## src/rtl/puf_resp_uart_tx_if.sv

```systemverilog
// Handshake and serial-side signal bundle for the PUF response UART transmitter.
// The master side is the PUF top level; the slave side is the transmitter itself.
interface puf_resp_uart_tx_if #(
    parameter int RESP_W = 64
);
    logic [RESP_W-1:0] resp_in;
    logic              resp_valid;
    logic              resp_ready;
    logic              uart_tx;
    logic              busy;
    logic              frame_done;

    modport master (
        output resp_in,
        output resp_valid,
        input  resp_ready,
        input  uart_tx,
        input  busy,
        input  frame_done
    );

    modport slave (
        input  resp_in,
        input  resp_valid,
        output resp_ready,
        output uart_tx,
        output busy,
        output frame_done
    );
endinterface

```

## src/rtl/puf_resp_uart_tx.sv

```systemverilog
// Frames each PUF response as HEADER, RESP_BYTES data bytes (LSB first) and an XOR checksum,
// and shifts it out as 8N1 UART with no idle gap between the bytes of one frame.
module puf_resp_uart_tx #(
    parameter int          CLKS_PER_BIT = 868,
    parameter int          RESP_W       = 64,
    parameter logic [7:0]  HEADER       = 8'hA5
) (
    input  logic                 clk_ref,
    input  logic                 rst_n,
    puf_resp_uart_tx_if.slave    bus
);
    localparam int RESP_BYTES = RESP_W / 8;
    localparam int BAUD_W     = (CLKS_PER_BIT > 1) ? $clog2(CLKS_PER_BIT) : 1;
    localparam int BYTE_W     = $clog2(RESP_BYTES + 2);

    localparam logic [BAUD_W-1:0] BAUD_MAX = BAUD_W'(CLKS_PER_BIT - 1);
    localparam logic [BYTE_W-1:0] LAST_IDX = BYTE_W'(RESP_BYTES + 1);

    typedef enum logic [1:0] {
        ST_IDLE  = 2'd0,
        ST_START = 2'd1,
        ST_DATA  = 2'd2,
        ST_STOP  = 2'd3
    } state_t;

    // XOR of all response bytes; the header is not part of the checksum.
    function automatic logic [7:0] resp_checksum(input logic [RESP_W-1:0] resp);
        logic [7:0] c;
        c = 8'h00;
        for (int k = 0; k < RESP_BYTES; k++) begin
            c = c ^ resp[8*k +: 8];
        end
        return c;
    endfunction

    function automatic logic [7:0] frame_byte(
        input logic [BYTE_W-1:0] idx,
        input logic [RESP_W-1:0] resp,
        input logic [7:0]        csum
    );
        logic [7:0] b;
        b = HEADER;
        for (int k = 1; k <= RESP_BYTES; k++) begin
            b = (idx == BYTE_W'(k)) ? resp[8*(k-1) +: 8] : b;
        end
        b = (idx == LAST_IDX) ? csum : b;
        return b;
    endfunction

    state_t              r_state;
    logic [BAUD_W-1:0]   r_baud;
    logic [2:0]          r_bit;
    logic [BYTE_W-1:0]   r_byte;
    logic [7:0]          r_shift;
    logic [RESP_W-1:0]   r_resp;
    logic [7:0]          r_csum;
    logic                r_tx;
    logic                r_busy;
    logic                r_frame_done;

    state_t              w_state_nxt;
    logic [BAUD_W-1:0]   w_baud_nxt;
    logic [2:0]          w_bit_nxt;
    logic [BYTE_W-1:0]   w_byte_nxt;
    logic [7:0]          w_shift_nxt;
    logic [RESP_W-1:0]   w_resp_nxt;
    logic [7:0]          w_csum_nxt;
    logic                w_tx_nxt;
    logic                w_done_nxt;
    logic                w_baud_end;

    // Next-state, counter and serial-bit decode for the framing FSM.
    always_comb begin
        w_state_nxt = r_state;
        w_baud_nxt  = r_baud;
        w_bit_nxt   = r_bit;
        w_byte_nxt  = r_byte;
        w_shift_nxt = r_shift;
        w_resp_nxt  = r_resp;
        w_csum_nxt  = r_csum;
        w_done_nxt  = 1'b0;
        w_tx_nxt    = 1'b1;
        w_baud_end  = (r_baud == BAUD_MAX);

        case (r_state)
            ST_IDLE: begin
                w_baud_nxt = '0;
                if (bus.resp_valid) begin
                    w_state_nxt = ST_START;
                    w_resp_nxt  = bus.resp_in;
                    w_csum_nxt  = resp_checksum(bus.resp_in);
                    w_byte_nxt  = '0;
                    w_bit_nxt   = 3'd0;
                    w_shift_nxt = HEADER;
                end else begin
                    w_state_nxt = ST_IDLE;
                end
            end
            ST_START: begin
                if (w_baud_end) begin
                    w_baud_nxt  = '0;
                    w_bit_nxt   = 3'd0;
                    w_state_nxt = ST_DATA;
                end else begin
                    w_baud_nxt = r_baud + BAUD_W'(1);
                end
            end
            ST_DATA: begin
                if (w_baud_end) begin
                    w_baud_nxt = '0;
                    if (r_bit == 3'd7) begin
                        w_state_nxt = ST_STOP;
                    end else begin
                        w_bit_nxt   = r_bit + 3'd1;
                        w_shift_nxt = {1'b0, r_shift[7:1]};
                    end
                end else begin
                    w_baud_nxt = r_baud + BAUD_W'(1);
                end
            end
            ST_STOP: begin
                if (w_baud_end) begin
                    w_baud_nxt = '0;
                    if (r_byte == LAST_IDX) begin
                        // Return to IDLE together with the done pulse so the next
                        // response can be accepted on the frame_done edge.
                        w_state_nxt = ST_IDLE;
                        w_done_nxt  = 1'b1;
                    end else begin
                        w_byte_nxt  = r_byte + BYTE_W'(1);
                        w_shift_nxt = frame_byte(r_byte + BYTE_W'(1), r_resp, r_csum);
                        w_state_nxt = ST_START;
                    end
                end else begin
                    w_baud_nxt = r_baud + BAUD_W'(1);
                end
            end
            default: begin
                w_state_nxt = ST_IDLE;
                w_baud_nxt  = '0;
            end
        endcase

        case (w_state_nxt)
            ST_START: w_tx_nxt = 1'b0;
            ST_DATA:  w_tx_nxt = w_shift_nxt[0];
            default:  w_tx_nxt = 1'b1;
        endcase
    end

    // State, datapath and registered output update with synchronous reset.
    always_ff @(posedge clk_ref) begin
        if (!rst_n) begin
            r_state      <= ST_IDLE;
            r_baud       <= '0;
            r_bit        <= 3'd0;
            r_byte       <= '0;
            r_shift      <= 8'h00;
            r_resp       <= '0;
            r_csum       <= 8'h00;
            r_tx         <= 1'b1;
            r_busy       <= 1'b0;
            r_frame_done <= 1'b0;
        end else begin
            r_state      <= w_state_nxt;
            r_baud       <= w_baud_nxt;
            r_bit        <= w_bit_nxt;
            r_byte       <= w_byte_nxt;
            r_shift      <= w_shift_nxt;
            r_resp       <= w_resp_nxt;
            r_csum       <= w_csum_nxt;
            r_tx         <= w_tx_nxt;
            r_busy       <= (w_state_nxt != ST_IDLE);
            r_frame_done <= w_done_nxt;
        end
    end

    assign bus.uart_tx    = r_tx;
    assign bus.busy       = r_busy;
    assign bus.resp_ready = ~r_busy;
    assign bus.frame_done = r_frame_done;
endmodule
```

## src/flat_wrapper.sv

```systemverilog
// flat-port wrapper written by rule: the top's interface ports become plain ports
module puf_resp_uart_tx_flat 
#(
    parameter int          CLKS_PER_BIT = 868,
    parameter int          RESP_W       = 64,
    parameter logic [7:0]  HEADER       = 8'hA5
)
  (clk_ref, rst_n, bus_resp_in, bus_resp_valid, bus_resp_ready, bus_uart_tx, bus_busy, bus_frame_done);
  puf_resp_uart_tx_if #(.RESP_W(RESP_W)) bus_i ();
  input  logic clk_ref;
  input  logic rst_n;
  input wire logic [$bits(bus_i.resp_in)-1:0] bus_resp_in;
  input wire logic [$bits(bus_i.resp_valid)-1:0] bus_resp_valid;
  output wire logic [$bits(bus_i.resp_ready)-1:0] bus_resp_ready;
  output wire logic [$bits(bus_i.uart_tx)-1:0] bus_uart_tx;
  output wire logic [$bits(bus_i.busy)-1:0] bus_busy;
  output wire logic [$bits(bus_i.frame_done)-1:0] bus_frame_done;
  assign bus_i.resp_in = bus_resp_in;
  assign bus_i.resp_valid = bus_resp_valid;
  assign bus_resp_ready = bus_i.resp_ready;
  assign bus_uart_tx = bus_i.uart_tx;
  assign bus_busy = bus_i.busy;
  assign bus_frame_done = bus_i.frame_done;
  puf_resp_uart_tx #(.CLKS_PER_BIT(CLKS_PER_BIT), .RESP_W(RESP_W), .HEADER(HEADER)) u_core (.clk_ref(clk_ref), .rst_n(rst_n), .bus(bus_i));
endmodule
```

## config.mk

```make
export PLATFORM = sky130hd
export DESIGN_NAME = puf_resp_uart_tx_flat
export DESIGN_NICKNAME = d
export VERILOG_FILES = /design/src/rtl/puf_resp_uart_tx_if.sv /design/src/rtl/puf_resp_uart_tx.sv /design/src/flat_wrapper.sv
export SDC_FILE = /design/constraint.sdc
export NUM_CORES = 1
export LEC_CHECK = 0
export CAP_MARGIN = 25
export CORE_AREA = 10 10 129 131
export DETAILED_ROUTE_END_ITERATION = 16
export DIE_AREA = 0 0 139 141
export SYNTH_ARGS = -nofsm -noshare
export SYNTH_HDL_FRONTEND = slang
export SYNTH_SLANG_ARGS = --single-unit
```

## constraint.sdc

```tcl
create_clock -name clk_ref -period 2.75 [get_ports clk_ref]
set_input_delay 0.55 -clock clk_ref [delete_from_list [all_inputs] [get_ports clk_ref]]
set_output_delay 0.55 -clock clk_ref [all_outputs]
set_load 0.01 [all_outputs]
```

==> results.sh <==
export IMPL_status="finished, final reports clean"
export IMPL_num_vias=5022
export IMPL_setup_tns_ps=0
export IMPL_synth_avg_cell_area_um2=7.90
export IMPL_nets=834
export IMPL_start_kind="flop"
export IMPL_grt_max_degree=65
export IMPL_initial_core_util=0.392
export IMPL_areaGrowthSynthToFinish_pct=21.9
export IMPL_clk_latency_ps=360
export IMPL_grt_pass1_wl_um=25500
export IMPL_cp_max_fo=11
export IMPL_grt_pass1_vias=5004
export IMPL_ys_warn_count=0
export IMPL_io_pin_count=71
export IMPL_routed_via_density=5.29
export IMPL_die_h_um=141
export IMPL_synth_edf_count=0
export IMPL_synthCells=705
export IMPL_drc=0
export IMPL_routed_wl_um=15500
export IMPL_fin_skew_ps=11.3
export IMPL_io_buffers=70
export IMPL_gr_usage_met3=0.0400
export IMPL_max_stage_delay_ps=470
export IMPL_cts_tree="built"
export IMPL_antenna_found_initial=0
export IMPL_synth_cell_types=55
export IMPL_synth_mux_area_frac=0.00202
export IMPL_maxCapViolations=0
export IMPL_async_flop_share=0
export IMPL_min_period_over_period=0.923
export IMPL_drive_gt1_frac=0.0627
export IMPL_synth_seq_cells=102
export IMPL_path_clk_slew_ps=80
export IMPL_power_density_mw_per_mm2=494
export IMPL_hold_class="flop to flop"
export IMPL_rsz0062_at_grt="false"
export IMPL_ant_nets=0
export IMPL_regArea_mm2=0.00204
export IMPL_cts_hold_buf=0
export IMPL_final_hold_violation_count=0
export IMPL_synth_compound_gate_area_share=0.233
export IMPL_crit_slowest_cell="a22oi_1"
export IMPL_multi_input_area_mm2=0.00333
export IMPL_post_drt_wl_per_cell_um=16.3
export IMPL_max_freq_ghz=0.394
export IMPL_ir_drop_mv=0.365
export IMPL_p_leak_uw=0.00246
export IMPL_first_iter_violations=337
export IMPL_dp_slack_ps=151
export IMPL_synth_top_family_by_area="simple AND/OR/NAND/NOR gates"
export IMPL_root_buffer="clkbuf_16"
export IMPL_diodes=0
export IMPL_path_cells="inv_1 -> ha_1 -> nor2b_1 -> mux2_2 -> a22oi_1 -> o211ai_1 -> a31oi_1 -> a21o_1"
export IMPL_row_count=44
export IMPL_dp_final_hpwl_um=11600
export IMPL_yosysTopAreaCellShare=0.367
export IMPL_first_pass_iters=5
export IMPL_slew_headroom=0.543
export IMPL_grt_util_met1=0.196
export IMPL_arrival_ps=2850
export IMPL_grt_util_met2=0.265
export IMPL_fill_cells=1473
export IMPL_syn_num_nets=779
export IMPL_synth_area_leaders="dfxtp_1 37%, nand2_1 12%, xnor2_1 9.9%, a21boi_0 9.0%, clkbuf_1 2.8%"
export IMPL_top_usage_layer="met2"
export IMPL_cts_buffers=9
export IMPL_clock_sinks=102
export IMPL_clock_path_buffers=2
export IMPL_synth_adder_area_share=0.0157
export IMPL_grt_overflow=0
export IMPL_cts_resized=0
export IMPL_final_max_slew_viol_count=0
export IMPL_syn_area_mm2=0.00557
export IMPL_worst_slew_pin_slew_ps=686
export IMPL_cts_setup_buffers=0
export IMPL_synth_simple_area_share=0.241
export IMPL_gp_congestion=0.873
export IMPL_grt_total_usage=0.158
export IMPL_end_kind="flop"
export IMPL_synth_xor_area_frac=0.104
export IMPL_ys_flop_type="dfxtp_1"
export IMPL_die_x_um=139
export IMPL_path_class="flop to flop"
export IMPL_critical_path_required_ps=3060
export IMPL_cts_max_level=3
export IMPL_worst_slack_ps=211
export IMPL_die_area_mm2=0.0196
export IMPL_coreArea_mm2=0.0142
export IMPL_period_needed_ps=2540
export IMPL_setup_viol=0
export IMPL_ys_seq_area_frac=0.367
export IMPL_yosysTopAreaCell="dfxtp_1"
## synth_stat cells, drive strengths merged (2+ instances only)
cell type    n
a22oi        4
a211o        3
a32oi        2
o221ai       2
clkbuf      42
nand3b       4
nand2      171
a31oi        8
xor2         3
nand2b       5
o211ai       6
a221o        2
and2        12
o21ai       22
a22o         3
o31ai        5
dfxtp      102
nor4         2
o211a        9
xnor2       63
a21oi       27
and3b        5
or3b         2
nor3         7
inv         11
and4         2
nand3       12
nor2        40
o2111ai      4
nand4        6
nor3b        2
and3         2
buf          2
a221oi       7
o32ai        2
nor2b       16
a21boi      67
o22ai        2
ha           7
## metal layers
metal | share of wire | vias up
li1 | - | 2529
met1 | 0.45 | 2369
met2 | 0.48 | 110
met3 | 0.047 | 14
met4 | 0.018 | 0
met5 | 0 | -
## state kept, by name, summed over array words and instances, names as in the netlist
| name | cells |
|---|---|
| u_core.bus.uart_tx | 1 |
| u_core.r_resp | 64 |
| u_core.r_shift | 8 |
| u_core.r_byte | 4 |
| u_core.r_csum | 8 |
| u_core.bus.busy | 1 |
| u_core.r_state | 2 |
| u_core.r_bit | 3 |
| u_core.r_baud | 10 |
| u_core.bus.frame_done | 1 |
## critical path: cells and delay by family, from the launching register on
family | cells | cell delay (ps)
and+or+nand+nor | 1 | 220
AOI/OAI and AO/OA | 4 | 1040
muxes | 1 | 260
DFF | 1 | 460
adders and majority gates | 1 | 400
buffers and inverters | 1 | 110
## where the power goes
| part | leakage [uW] | total (uW) | switching (uW) | internal (uW) |
|---|---|---|---|---|
| Sequential | 0.000836 | 1600 | 47.9 | 1550 |
| Clock | 0.000141 | 1230 | 607 | 626 |
| Combinational | 0.00148 | 523 | 253 | 270 |
## cell families (layout without fill, tap and decap cells)
kind of cell	after synthesis	count (layout)
flip-flops	102	102
AND/OR/NAND/NOR	292	292
multiplexers	1	1
XOR/XNOR	66	66
buffers and inverters	55	115
adder cells (fa/ha/maj)	7	7
AO/OA/AOI/OAI	182	182
## metrics by stage
step | total power [uW] | instances | utilization | area, um2 | hold slack (ps)
floorplan | 1940 | 705 | - | 5570 | 418
global placement | 2150 | 933 | 0.458 | 6500 | 432
detailed placement | 2160 | 933 | 0.458 | 6500 | 441
CTS | 3390 | 949 | 0.477 | 6780 | 456
global route | 3520 | 949 | 0.478 | 6790 | 494
finish | 3360 | 949 | 0.478 | 6790 | 450
## final timing paths
path | start | endpoint | slack (ps) | cells past startpoint
worst max-delay path | u_core.r_byte[0] | u_core.r_shift[3] | 210 | 8
worst min-delay path | u_core.r_baud[0] | u_core.r_baud[0] | 450 | 1
worst max register to register | u_core.r_byte[0] | u_core.r_shift[3] | 210 | 8
worst min register to register | u_core.r_baud[0] | u_core.r_baud[0] | 450 | 1
## layout make-up
| cell class | count | area share |
|---|---|---|
| clock inverters | 7 | 0.00793 |
| well taps | 184 | 0.0339 |
| flip-flops and latches | 102 | 0.301 |
| clock buffers | 9 | 0.0332 |
| repair buffers | 88 | 0.128 |
| inverters | 11 | 0.00608 |
| multi-input cells | 548 | 0.490 |
## placed cells by master (no fill, tap or decap), drive strengths merged, types with 3 or more instances in the layout
master         instances
nand2                171
dfxtp                102
clkdlybuf4s50         69
a21boi                67
xnor2                 63
nor2                  40
a21oi                 27
o21ai                 22
buf                   19
nor2b                 16
inv                   15
nand3                 12
and2                  12
o211a                  9
clkbuf                 9
a31oi                  8
a221oi                 7
nor3                   7
ha                     7
nand4                  6
o211ai                 6
o31ai                  5
and3b                  5
nand2b                 5
nand3b                 4
o2111ai                4
a22oi                  4
xor2                   3
a211o                  3
a22o                   3
clkinv                 3
No activity file was read; power rests on OpenSTA's default activity.
